<file path="src/rtl/packer_pkg.sv">
// packer_pkg: shared types and defaults for the FIFO_8 word packer.
// Holds the packer state enum, default sizes and the byte-lane width.
package packer_pkg;

  typedef enum logic {
    FILL = 1'b0,
    HOLD = 1'b1
  } pk_state_t;

  localparam int BYTES_PER_WORD_DEF = 4;
  localparam int FIFO_DEPTH_DEF     = 8;
  localparam int TIMEOUT_CYC_DEF    = 16;
  localparam int LANE_W             = 8;

  // Bit offset of byte lane n inside a packed word.
  function automatic int lane_lsb(input int n);
    return n * LANE_W;
  endfunction

endpackage

</file>
<file path="src/rtl/fifo8_occ_tracker.sv">
// fifo8_occ_tracker: shadow occupancy count for FIFO_8, which has no
// empty flag.
// Ports: clk, rst_n (async, active-low), wen (upstream write copy),
//   ren (our read strobe), occ (0..FIFO_DEPTH), nonempty (occ != 0).
module fifo8_occ_tracker
  import packer_pkg::*;
#(
  parameter int FIFO_DEPTH = FIFO_DEPTH_DEF,
  parameter int OW         = $clog2(FIFO_DEPTH + 1)
) (
  input  logic          clk,
  input  logic          rst_n,
  input  logic          wen,
  input  logic          ren,
  output logic [OW-1:0] occ,
  output logic          nonempty
);

  localparam logic [OW-1:0] DEPTH_C = OW'(FIFO_DEPTH);

  logic          inc;
  logic          dec;
  logic [OW-1:0] occ_nxt;

  // A write into a full FIFO only lands when a read frees a slot
  // on the same edge; a read never takes the count below zero.
  always_comb begin
    inc     = wen & ((occ != DEPTH_C) | ren);
    dec     = ren & (occ != '0);
    occ_nxt = occ;
    if (inc && !dec) begin
      occ_nxt = occ + OW'(1);
    end else if (dec && !inc) begin
      occ_nxt = occ - OW'(1);
    end
  end

  always_ff @(posedge clk or negedge rst_n) begin
    if (!rst_n) begin
      occ <= '0;
    end else begin
      occ <= occ_nxt;
    end
  end

  assign nonempty = (occ != '0);

endmodule

</file>
<file path="src/rtl/fifo8_word_packer.sv">
// fifo8_word_packer: drains FIFO_8 and packs bytes little-endian into
// words presented on a valid/ready port.
// Ports: clk, rst_n (async, active-low); fifo_wen_mon, fifo_dout,
//   fifo_error in from FIFO_8; fifo_ren out to FIFO_8; word,
//   word_valid, word_bytes out with word_ready in; drop_err sticky.
// Build option: define PACKER_TIMEOUT_EN to flush partial words
//   after TIMEOUT_CYC idle cycles.
module fifo8_word_packer
  import packer_pkg::*;
#(
  parameter int BYTES_PER_WORD = BYTES_PER_WORD_DEF,
  parameter int FIFO_DEPTH     = FIFO_DEPTH_DEF,
  parameter int TIMEOUT_CYC    = TIMEOUT_CYC_DEF
) (
  input  logic                             clk,
  input  logic                             rst_n,
  input  logic                             fifo_wen_mon,
  input  logic [7:0]                       fifo_dout,
  input  logic                             fifo_error,
  output logic                             fifo_ren,
  output logic [LANE_W*BYTES_PER_WORD-1:0] word,
  output logic                             word_valid,
  input  logic                             word_ready,
  output logic [3:0]                       word_bytes,
  output logic                             drop_err
);

  localparam int CW = $clog2(BYTES_PER_WORD + 1);
  localparam int OW = $clog2(FIFO_DEPTH + 1);
  localparam logic [CW-1:0] BPW_C = CW'(BYTES_PER_WORD);
  localparam logic [3:0]    BPW_B = 4'(BYTES_PER_WORD);

  if (BYTES_PER_WORD < 2 || BYTES_PER_WORD > 8 ||
      FIFO_DEPTH < 1 || TIMEOUT_CYC < 2) begin : g_bad_cfg
    $error("fifo8_word_packer: unsupported parameters");
  end

  pk_state_t     state;
  logic          rd_pend;
  logic [CW-1:0] issued;
  logic [CW-1:0] got;
  logic [CW-1:0] issued_eff;
  logic [OW-1:0] occ;
  logic          nonempty;
  logic          avail_next;
  logic          resp_ok;
  logic          resp_err;
  logic          can_rd;
  logic          last_byte;
  logic          flush;

  fifo8_occ_tracker #(
    .FIFO_DEPTH (FIFO_DEPTH),
    .OW         (OW)
  ) u_occ (
    .clk      (clk),
    .rst_n    (rst_n),
    .wen      (fifo_wen_mon),
    .ren      (fifo_ren),
    .occ      (occ),
    .nonempty (nonempty)
  );

  // fifo_ren is registered, so the decision for the next cycle must
  // use the occupancy after this edge, not the current count.
  // A failed read gives its slot back so the byte is re-requested.
  always_comb begin
    resp_ok    = rd_pend & ~fifo_error;
    resp_err   = rd_pend & fifo_error;
    issued_eff = issued - CW'(resp_err);
    avail_next = fifo_wen_mon
               | (occ > OW'(1))
               | (nonempty & ~fifo_ren);
    can_rd     = avail_next & (issued_eff < BPW_C);
    last_byte  = resp_ok & (got == BPW_C - CW'(1));
  end

`ifdef PACKER_TIMEOUT_EN
  localparam int TW = $clog2(TIMEOUT_CYC + 1);
  localparam logic [TW-1:0] T_LAST = TW'(TIMEOUT_CYC - 1);

  logic [TW-1:0] timer;
  logic          partial;

  // Only flush when nothing is in flight or waiting in the FIFO,
  // so a late byte can never land in a word already handed out.
  always_comb begin
    partial = (state == FILL) & (got != '0) & (got < BPW_C);
    flush   = partial & (timer == T_LAST)
            & ~rd_pend & ~fifo_ren & ~nonempty;
  end

  always_ff @(posedge clk or negedge rst_n) begin
    if (!rst_n) begin
      timer <= '0;
    end else if (rd_pend || !partial || flush) begin
      timer <= '0;
    end else if (timer != T_LAST) begin
      timer <= timer + TW'(1);
    end
  end
`else
  assign flush = 1'b0;
`endif

  always_ff @(posedge clk or negedge rst_n) begin
    if (!rst_n) begin
      state      <= FILL;
      fifo_ren   <= 1'b0;
      rd_pend    <= 1'b0;
      issued     <= '0;
      got        <= '0;
      word       <= '0;
      word_valid <= 1'b0;
      word_bytes <= '0;
      drop_err   <= 1'b0;
    end else begin
      rd_pend <= fifo_ren;
      unique case (state)
        FILL: begin
          if (flush) begin
            fifo_ren   <= 1'b0;
            word_valid <= 1'b1;
            word_bytes <= 4'(got);
            state      <= HOLD;
          end else begin
            fifo_ren <= can_rd;
            issued   <= issued_eff + CW'(can_rd);
            if (resp_ok) begin
              word[lane_lsb(int'(got)) +: LANE_W] <= fifo_dout;
              got <= got + CW'(1);
            end
            if (resp_err) begin
              drop_err <= 1'b1;
            end
            if (last_byte) begin
              word_valid <= 1'b1;
              word_bytes <= BPW_B;
              state      <= HOLD;
            end
          end
        end
        HOLD: begin
          fifo_ren <= 1'b0;
          // Lanes clear on hand-off so a flushed partial word
          // carries zeros in its unfilled lanes.
          if (word_ready) begin
            word_valid <= 1'b0;
            word       <= '0;
            word_bytes <= '0;
            got        <= '0;
            state      <= FILL;
            fifo_ren   <= avail_next;
            issued     <= CW'(avail_next);
          end
        end
      endcase
    end
  end

endmodule

</file>
<file path="config.mk">
export PLATFORM = sky130hd
export DESIGN_NAME = fifo8_word_packer
export DESIGN_NICKNAME = d
export VERILOG_FILES = /design/src/rtl/packer_pkg.sv /design/src/rtl/fifo8_occ_tracker.sv /design/src/rtl/fifo8_word_packer.sv
export SDC_FILE = /design/constraint.sdc
export NUM_CORES = 1
export LEC_CHECK = 0
export CORE_ASPECT_RATIO = 2
export CORE_MARGIN = 2
export CORE_UTILIZATION = 35
export DETAILED_ROUTE_END_ITERATION = 10
export PLACE_DENSITY_LB_ADDON = 0.08
export SLEW_MARGIN = 20
export SYNTH_ARGS = -nofsm -noshare
export SYNTH_HDL_FRONTEND = slang
export SYNTH_SLANG_ARGS = --single-unit
</file>
<file path="constraint.sdc">
create_clock -name clk -period 2.25 [get_ports clk]
set_input_delay 0.225 -clock clk [delete_from_list [all_inputs] [get_ports clk]]
set_output_delay 0.225 -clock clk [all_outputs]
set_load 0.05 [all_outputs]
</file>
==> reports/metrics.cfg, run 1 <==
[status]
outcome=complete, no violations

[timing]
holdWs_ns=0.02453
hold_violations=0
timing.fmax_mhz=475.8
finalCritPeriodShare=0.9341
final.min_clock_period_ns=2.102
slew_viol_final=0
tns_ns=0
relSlewSlack=0.5936
finClkSkew_ns=0.004987
rsz0062_at_grt=no
setup_viol=0
tightest_slew_ns=0.6096

[grt]
grt-ovfl-total=0
grt_usage=0.1561
grt_pass1_vias=1738
grt_max_degree=48
grt_first_pass_wirelength_mm=8.355
antenna_found_initial=0

[worst_setup_path]
crit_slowest_cell=or4_1
crit_path_start_kind=flip-flop
end_kind=flip-flop
path_cells=inv_1 -> ha_1 -> nand2b_1 -> o31a_1 -> ha_2 -> or4_1 -> a21oi_2 -> xnor2_1
critPathArrivalTime_ns=2.31
max_stage_delay_ns=0.52
path_class=flip-flop to flip-flop
required_ns=2.46
worst-path-max-fanout=5

[place]
dpl.hpwl_mm=3.844
place_congestion=0.7297
postPlaceCellArea_um2=2945
port_buffers=48

[clock_network]
clock_latency_ns=0.29
cts_buffer_depth=2
postCtsSetupBuffers=0
numCtsBuffers=5
clock-sinks=47
hold_buffers=0
cts_resized=0
clkTransAtPathRegs_ns=0.06
cts_root_buf=clkbuf_16
htree_levels=2
cts_tree=done

[detailed_routing]
drc=0
top_layer=met4
wl_met2_mm=2.944
via_per_inst=4.563
wl_per_cell_um=14.38
first_pass_iters=4
ant_nets=0
drtIter0Drc=50
wirelength_mm=5.235
met1_length_mm=1.982
route.vias.total=1661
wl_met3_um=193

[floorplan]
ios=52
dieArea_um2=7395
core_um2=6569
dieWidth_um=61.82
rows=42
fp.dieH_um=119.6
initial_core_util=0.3562

[final_layout]
nNetsFinal=301
drive_gt1_frac=0.1087
n_antenna_cell=0
finalInstanceArea_um2=3126
area_growth_pct=33.58

[power]
p_leak_nw=1.579
ir_drop_mv=0.6750
power.density_nw_per_um2=1604

[synthesis]
synthCells=218
syn_area_per_cell_um2=10.73
yosysUniqueCellTypes=35
netlist_area_um2=2340
ys_ff_latch=47
synth_warnings=0
ys_seq_area_frac=0.5027

[job]
cap_violations=0

[min_path]
holdCritPathClass=input pin to asynchronous set/reset pin

==> synth_stat cells <==
library cell,instances,area [µm²]
and2_1,1,6.260
or4_1,1,7.510
a21o_1,1,7.510
o2bb2ai_1,2,17.52
nand4_1,1,6.260
xor2_1,3,26.28
nor4bb_1,1,10.01
inv_1,21,78.83
dfrtp_1,47,1176
ha_1,13,162.7
mux2_2,1,11.26
conb_1,1,3.750
nor4_1,1,6.260
nor2_2,1,6.260
nand3_2,1,10.01
mux2i_1,33,330.3
a22o_1,2,17.52
o21ai_0,5,25.02
buf_2,5,25.02
buf_4,5,37.54
nand4b_1,1,8.760
nand2_1,47,176.4
nor2_1,5,18.77
nor4b_2,2,30.03
nand4_2,1,12.51
o31a_1,1,8.760
nor2b_1,1,6.260
and4bb_2,1,12.51
nand2_2,1,6.260
o22ai_1,3,18.77
nand2b_1,2,12.51
a21oi_1,2,10.01
xnor2_1,3,26.28
nor3b_2,1,12.51
o21a_1,1,7.510
==> sequential cells by signal, summed over array words and instances (netlist names) <==
signal and cells:
word 32, u_occ.occ 4, got 3, issued 3, drop_err 1, fifo_ren 1
rd_pend 1, state 1, word_bytes 1
==> final cells by class <==
cell class | instances | area (µm²)
fill | 651 | 3443
sequential | 47 | 1176
clock inverter | 2 | 35.03
inverter | 21 | 78.83
multi-input combinational | 142 | 1036
timing repair buffer | 58 | 550.5
clock buffer | 6 | 138.9
tap | 88 | 110.1
==> worst max-delay path: cells and delay by family (launching register included) <==
| family | cells | cell delay, ns |
|---|---|---|
| flops | 1 | 0.42 |
| fa+ha+maj | 2 | 0.39 |
| simple gates | 2 | 0.59 |
| compound gates | 2 | 0.40 |
| xor+xnor | 1 | 0.12 |
| buf+inv | 1 | 0.11 |
==> routing by layer <==
metal / vias to the layer above / track usage
li1: 826 / -
met1: 795 / 0.1654
met2: 33 / 0.2776
met3: 7 / 0.03448
met4: 0 / 0.06782
met5: - / 0
==> where the power goes <==
group	leakage (nW)	total [W]	internal (W)	switching [W]
logic	0.889	0.00270	0.00102	0.00168
registers	0.603	0.00144	0.00121	0.000231
clock network	0.0868	0.000877	0.000553	0.000324
total	1.58	0.00501	0.00278	0.00223
==> per-stage QoR <==
stage                 util  power (W)  instances  worst slack [ns]
CTS                 0.4749   0.005075        364           0.06570
global route        0.4758   0.005332        364          0.009868
floorplan                -   0.003303        220            0.1907
global placement    0.4484   0.004156        356            0.1174
detailed placement  0.4484   0.004188        356           0.04606
finish              0.4758   0.005014        364            0.1484
==> path summary, 6_finish.rpt <==
kind                                                from                        to  slack [ns]  cells after the start
worst min register to register        fifo_ren$_DFF_PN0_         rd_pend$_DFF_PN0_        0.45                      0
max in group asynchronous                          rst_n      word[23]$_DFFE_PN0P_        1.81                      2
min in group clk                      fifo_ren$_DFF_PN0_         rd_pend$_DFF_PN0_        0.45                      0
worst min-delay path                               rst_n      word[25]$_DFFE_PN0P_        0.02                      2
worst max-delay path            u_occ.occ[1]$_DFFE_PN0P_  u_occ.occ[3]$_DFFE_PN0P_        0.15                      8
worst max register to register  u_occ.occ[1]$_DFFE_PN0P_  u_occ.occ[3]$_DFFE_PN0P_        0.15                      8
==> cells by family (layout without fill, tap and decap cells) <==
logic type / count (synthesis) / after routing / synth area share
buffers and inverters: 31 / 87 / 0.06043
DFF: 47 / 47 / 0.5027
xor gates and xnor gates: 6 / 6 / 0.02246
AOI/OAI and AO/OA: 17 / 17 / 0.04813
and+or+nand+nor: 69 / 69 / 0.1492
other: 1 / 3 / 0.001603
muxes: 34 / 34 / 0.1460
adders and majority gates: 13 / 13 / 0.06952
==> layout by cell type, fill, tap and decap left out, types with 2 or more instances in the layout <==
cell type	n
o2bb2ai_1	2
conb_1	3
nand2b_1	2
buf_4	10
ha_1	12
o21ai_0	5
nor2_1	5
clkdlybuf4s50_1	47
xnor2_1	3
inv_1	21
nand2_1	47
xor2_1	3
a22o_1	2
nor4b_2	2
o22ai_1	3
mux2i_1	33
clkbuf_16	5
dfrtp_1	47
(Power assumes the default switching activity.)
==> run 2: changes to the inputs <==
--- a/config.mk
+++ b/config.mk
@@ -12,3 +12,3 @@
 export PLACE_DENSITY_LB_ADDON = 0.08
-export SLEW_MARGIN = 20
+export SLEW_MARGIN = 30
 export SYNTH_ARGS = -nofsm -noshare
==> constraint.sdc (replaced) <==
create_clock -name clk -period 2.25 [get_ports clk]
set_input_delay 0.5625 -clock clk [delete_from_list [all_inputs] [get_ports clk]]
set_output_delay 0.5625 -clock clk [all_outputs]
set_load 0.05 [all_outputs]
==> run 2 against run 1 <==
  * Power decreased by 0.47%
  * Die area unchanged
  * Clock skew is essentially flat
  * First-iteration DRC count rose by 4.0%
  * Utilization grew 1.2 points
  * Global-route usage up 0.52 points
  * Wire length grew 2.2%
  * Maximum frequency is 2.0% lower
  * Combinational power grew 3%
  * Sequential share of layout area decreased by 0.91 points
==> reports/metrics.cfg, run 2 (same netlist as run 1, synthesis figures left out) <==
[status]
outcome=complete, no violations

[worst_setup_path]
crit_slowest_cell=clkdlybuf4s50_1
r2r_slack_ns=0.19  ; +0.04 ns
reg2reg_from=u_occ.occ[1]$_DFFE_PN0P_
worstReg2RegEnd=u_occ.occ[3]$_DFFE_PN0P_
worstRegToRegCells=8  ; unchanged
critPathArrivalTime_ns=2.30  ; about the same
required_ns=2.40  ; -0.06 ns
max_stage_delay_ns=0.41  ; -0.11 ns
worst-path-max-fanout=2  ; -3
crit_start=fifo_error
end_kind=flip-flop
path_cells=clkdlybuf4s50_1 -> and2_1 -> ha_1 -> ha_2 -> xor2_2 -> nor2_1 -> ha_1 -> ha_2 -> xnor2_1 -> o22ai_1
cp_top_family=adder cells
path_class=input pin to flip-flop
crit_path_start_kind=input pin
crit_buf_inv=1  ; unchanged

[final_layout]
layoutNonFillerInstCount=371  ; +1.9%
regMostFlops=word
mostFrequentLayoutCells=nand2_1 (47), dfrtp_1 (47), clkdlybuf4s50_1 (47), mux2i_1 (33), inv_1 (21)
largest_reg_flops=32  ; unchanged
fillers=616  ; -5.4%
n_antenna_cell=0  ; unchanged
area_growth_pct=36.90
reg.largest.list=word (32), u_occ.occ (4)
nNetsFinal=308  ; +2.3%
drive_gt1_frac=0.1343  ; +0.02558

[floorplan]
fp.dieH_um=119.6  ; unchanged
dieWidth_um=61.82  ; unchanged
dieArea_um2=7395  ; unchanged
rows=42  ; unchanged
ios=52  ; unchanged
initial_core_util=0.3562  ; unchanged
core_um2=6569  ; unchanged

[grt]
grt_first_pass_wirelength_mm=8.625  ; +3.2%
grt_pass1_vias=1689  ; -2.8%
grt_max_degree=36  ; -25%
grt_usage=0.1614  ; +0.005227
antenna_found_initial=0  ; unchanged
grt-ovfl-total=0  ; unchanged

[timing]
finalCritPeriodShare=0.9527  ; +0.01863
relSlewSlack=0.6206  ; +0.02705
timing.fmax_mhz=466.5  ; -2.0%
rsz0062_at_grt=no
final.min_clock_period_ns=2.144  ; +0.04191 ns
tns_ns=0  ; unchanged
slew_viol_final=0  ; unchanged
tightest_slew_ns=0.5691  ; -0.04057 ns
finClkSkew_ns=0.004756  ; -0.0002312 ns
setup_viol=0  ; unchanged
hold_violations=0  ; unchanged

[clock_network]
clock_latency_ns=0.29  ; about the same
cts_tree=done
clock-sinks=47  ; unchanged
numCtsBuffers=5  ; unchanged
cts_buffer_depth=2  ; unchanged
cts_root_buf=clkbuf_16
clkTransAtPathRegs_ns=0.07  ; about the same
htree_levels=2  ; unchanged

[place]
port_buffers=48  ; unchanged
dpl.cell_count=363  ; +2.0%
dpl.hpwl_mm=4.081  ; +6.2%
place_congestion=0.7754  ; +6.3%

[detailed_routing]
wirelength_mm=5.350  ; +2.2%
route.vias.total=1697  ; +2.2%
drtIter0Drc=52  ; +4.0%
first_pass_iters=4  ; unchanged
wl_per_cell_um=14.42  ; +0.27%
via_per_inst=4.574  ; +0.24%
drc=0  ; unchanged
ant_nets=0  ; unchanged

[job]
cap_violations=0  ; unchanged

[power]
ir_drop_mv=0.6657  ; -1.4%
p_leak_nw=1.614  ; +2.3%
power.density_nw_per_um2=1558  ; -2.9%

[min_path]
holdCritPathClass=input pin to asynchronous set/reset pin

[run 2: per-stage QoR]
step | hold WS [ns] | util | setup slack (ns) | total power (W) | cell area [µm²]
final | 0.2592 | 0.4876 | 0.1065 | 0.004991 | 3203
after global routing | 0.2979 | 0.4876 | 0.02720 | 0.005337 | 3203
after CTS | 0.2726 | 0.4857 | 0.03415 | 0.005057 | 3191
after detailed placement | 0.4661 | 0.4621 | -0.2788 | 0.004269 | 3035
after global placement | 0.4614 | 0.4621 | -0.2276 | 0.004230 | 3035
after floorplan | 0.2669 | - | 0.1864 | 0.003303 | 2347
[run 2: layout make-up]
cell class                 count  area (µm²)  area share
clock buffer                   6       138.9     0.04336
clock inverter                 2       16.27    0.005078
inverter                      21       78.83     0.02461
multi-input combinational    142        1042      0.3254
sequential                    47        1176      0.3672
tap                           88       110.1     0.03438
timing repair buffer          65       640.6      0.2000
[run 2: repair_timing]
action | in CTS | in global routing
endpoints found under the setup margin | 0 | 2
setup buffers | 0 | 0
hold buffers | 0 | 0
gates resized for setup | 0 | 3
[run 2: worst max-delay path by stage]
stage,end,cells past startpoint
6_report,issued[2]$_DFFE_PN0P_,10
5_1_grt,issued[2]$_DFFE_PN0P_,10
4_1_cts,issued[2]$_DFFE_PN0P_,10
3_5_place_dp,issued[2]$_DFFE_PN0P_,10
3_3_place_gp,issued[2]$_DFFE_PN0P_,10
2_1_floorplan,issued[2]$_DFFE_PN0P_,9
[run 2: metal layers]
metal  global-route usage  vias up  wire, µm
met5                    0        -         0
met4              0.06782        0       110
met3              0.03341        7       184
met2               0.2829       33      3071
met1               0.1778      816      1983
li1                     -      841         -
[run 2: report_power, final]
group / switching [W] / internal, W / leakage, nW
Clock: 0.000331 / 0.000444 / 0.0731
Sequential: 0.000229 / 0.00121 / 0.603
Combinational: 0.00171 / 0.00107 / 0.938
Total: 0.00227 / 0.00272 / 1.61
==> run 3: changes to the inputs <==
- CORE_MARGIN: 2 -> 3
==> run 3 against run 2 <==
  * Non-clock buffer count unchanged
  * Global-route usage down 1.2 points
  * Sequential power hardly changed
  * Critical endpoint is now fifo_ren
==> reports/metrics.cfg, run 3 (same netlist as run 1, synthesis figures left out) <==
[status]
outcome=complete, no violations

[detailed_routing]
wirelength_mm=5.375  ; +0.47%
ant_nets=0  ; unchanged
wl_per_cell_um=14.57  ; +1.0%
route.vias.total=1701  ; +0.24%
first_pass_iters=4  ; unchanged
via_per_inst=4.610  ; +0.78%
drc=0  ; unchanged
drtIter0Drc=77  ; +48%

[timing]
hold_violations=0  ; unchanged
timing.fmax_mhz=476.1  ; +2.1%
worst_slack_ns=0.1498  ; +0.04331 ns
holdWs_ns=0.2644  ; +0.005175 ns
relSlewSlack=0.6092  ; -0.01147
finClkSkew_ns=0.007534  ; +0.002778 ns
tightest_slew_ns=0.5863  ; +0.01720 ns
setup_viol=0  ; unchanged
rsz0062_at_grt=no
slew_viol_final=0  ; unchanged
finalCritPeriodShare=0.9334  ; -0.01925
final.min_clock_period_ns=2.100  ; -0.04331 ns

[final_layout]
layoutNonFillerInstCount=369  ; -0.54%
nNetsFinal=308  ; unchanged
finish.utilization=0.4966  ; +0.008966
n_antenna_cell=0  ; unchanged
mostFrequentLayoutCells=nand2_1 (47), dfrtp_1 (47), clkdlybuf4s50_1 (46), mux2i_1 (33), inv_1 (21)
area_growth_pct=36.10
reg.largest.list=word (32), u_occ.occ (4)
regMostFlops=word
fillers=607  ; -1.5%
largest_reg_flops=32  ; unchanged
drive_gt1_frac=0.1272  ; -0.007067
seq_area_um2=1176  ; unchanged
multi_input_area_um2=1032  ; -0.96%

[clock_network]
numCtsBuffers=5  ; unchanged
clock_latency_ns=0.29  ; about the same
cts_root_buf=clkbuf_16
clock-sinks=47  ; unchanged
postCtsSetupBuffers=0  ; unchanged
cts_buffer_depth=2  ; unchanged
cts_tree=done
htree_levels=2  ; unchanged
hold_buffers=0  ; unchanged
clkTransAtPathRegs_ns=0.07  ; about the same

[worst_setup_path]
path_class=flip-flop to output pin
max_stage_delay_ns=0.83  ; +0.42 ns
r2r_slack_ns=0.18  ; about the same
critPathArrivalTime_ns=1.54  ; -0.76 ns
cp_top_family=buffers and inverters
worst-path-max-fanout=5  ; +3
worstRegToRegCells=8  ; unchanged
path_cells=clkdlybuf4s50_1
crit_cells=1  ; -9
end_kind=output pin
crit_slowest_cell=clkdlybuf4s50_1
required_ns=1.69  ; -0.71 ns
crit_buf_inv=1  ; unchanged
crit_path_start_kind=flip-flop

[floorplan]
core_um2=6412  ; -2.4%
initial_core_util=0.3649  ; +0.008688
ios=52  ; unchanged
dieWidth_um=63.82  ; +3.2%
rows=41  ; -2.4%
dieArea_um2=7762  ; +5.0%
fp.dieH_um=121.6  ; +1.7%

[place]
dpl.cell_count=361  ; -0.55%
dpl.hpwl_mm=4.132  ; +1.3%
place_congestion=0.7406  ; -4.5%
dp_slack_ns=-0.2673  ; +0.01144 ns
port_buffers=48  ; unchanged

[grt]
use_met2=0.2722  ; -0.01070
grt_usage=0.1490  ; -0.01237
grt-ovfl-total=0  ; unchanged
grt_max_degree=35  ; -2.8%
met3_usage=0.02675  ; -0.006652
grt_pass1_vias=1769  ; +4.7%
grt_use_met1=0.1657  ; -0.01215
grt_first_pass_wirelength_mm=8.790  ; +1.9%
antenna_found_initial=0  ; unchanged
grt-busiest-layer=met2

[power]
ir_drop_mv=0.8285  ; +24%
p_leak_nw=1.626  ; +0.70%
power.density_nw_per_um2=1591  ; +2.1%

[job]
cap_violations=0  ; unchanged

[min_path]
holdCritPathClass=input pin to asynchronous set/reset pin

[run 3: cell types whose count changed in the layout (fill, tap and decap cells not counted), moves of 2 or more]
| cell | change |
|---|---|
| buf_4 | +2 |
| ha_1 | +2 |
| ha_2 | -2 |
| buf_12 | -2 |
[run 3: cell type report]
cell class,instances,share of cell area
Clock inverter,3,0.01454
Multi-Input combinational cell,142,0.3242
Inverter,21,0.02475
Sequential cell,47,0.3694
Clock buffer,5,0.03929
Tap cell,86,0.03379
Timing Repair Buffer,65,0.1941
[run 3: worst paths after layout]
kind | startpoint | end
worst max-delay path | fifo_ren$_DFF_PN0_ | fifo_ren
worst min register to register | fifo_ren$_DFF_PN0_ | rd_pend$_DFF_PN0_
max in group asynchronous | rst_n | word[5]$_DFFE_PN0P_
worst max register to register | u_occ.occ[1]$_DFFE_PN0P_ | u_occ.occ[3]$_DFFE_PN0P_
worst min-delay path | rst_n | word[9]$_DFFE_PN0P_
min in group clk | fifo_ren$_DFF_PN0_ | rd_pend$_DFF_PN0_
[run 3: per-layer routing]
metal,routed length (µm),part of all wire,vias up
li1,-,-,843
met1,2099,0.39,812
met2,2953,0.55,39
met3,198,0.037,7
met4,123,0.023,0
met5,0,0,-
[run 3: per-stage QoR]
| stage | power, W | instance area [µm²] | TNS, ns |
|---|---|---|---|
| final | 0.005065 | 3184 | 0 |
| after global routing | 0.005388 | 3184 | 0 |
| after CTS | 0.005136 | 3179 | 0 |
| after detailed placement | 0.004266 | 3008 | -0.4992 |
| after global placement | 0.004231 | 3008 | -0.4027 |
| after floorplan | 0.003303 | 2347 | 0 |
[run 3: repair_timing]
| item | in CTS | in global routing |
|---|---|---|
| endpoints found under the hold margin | 0 | 0 |
| gates resized for setup | 0 | 2 |
| setup endpoints to repair | 0 | 2 |
[run 3: power by group]
| group | switching [W] | internal (W) | leakage, nW |
|---|---|---|---|
| sequential | 0.000233 | 0.00121 | 0.603 |
| combinational | 0.00170 | 0.00107 | 0.942 |
| clock | 0.000331 | 0.000528 | 0.0804 |
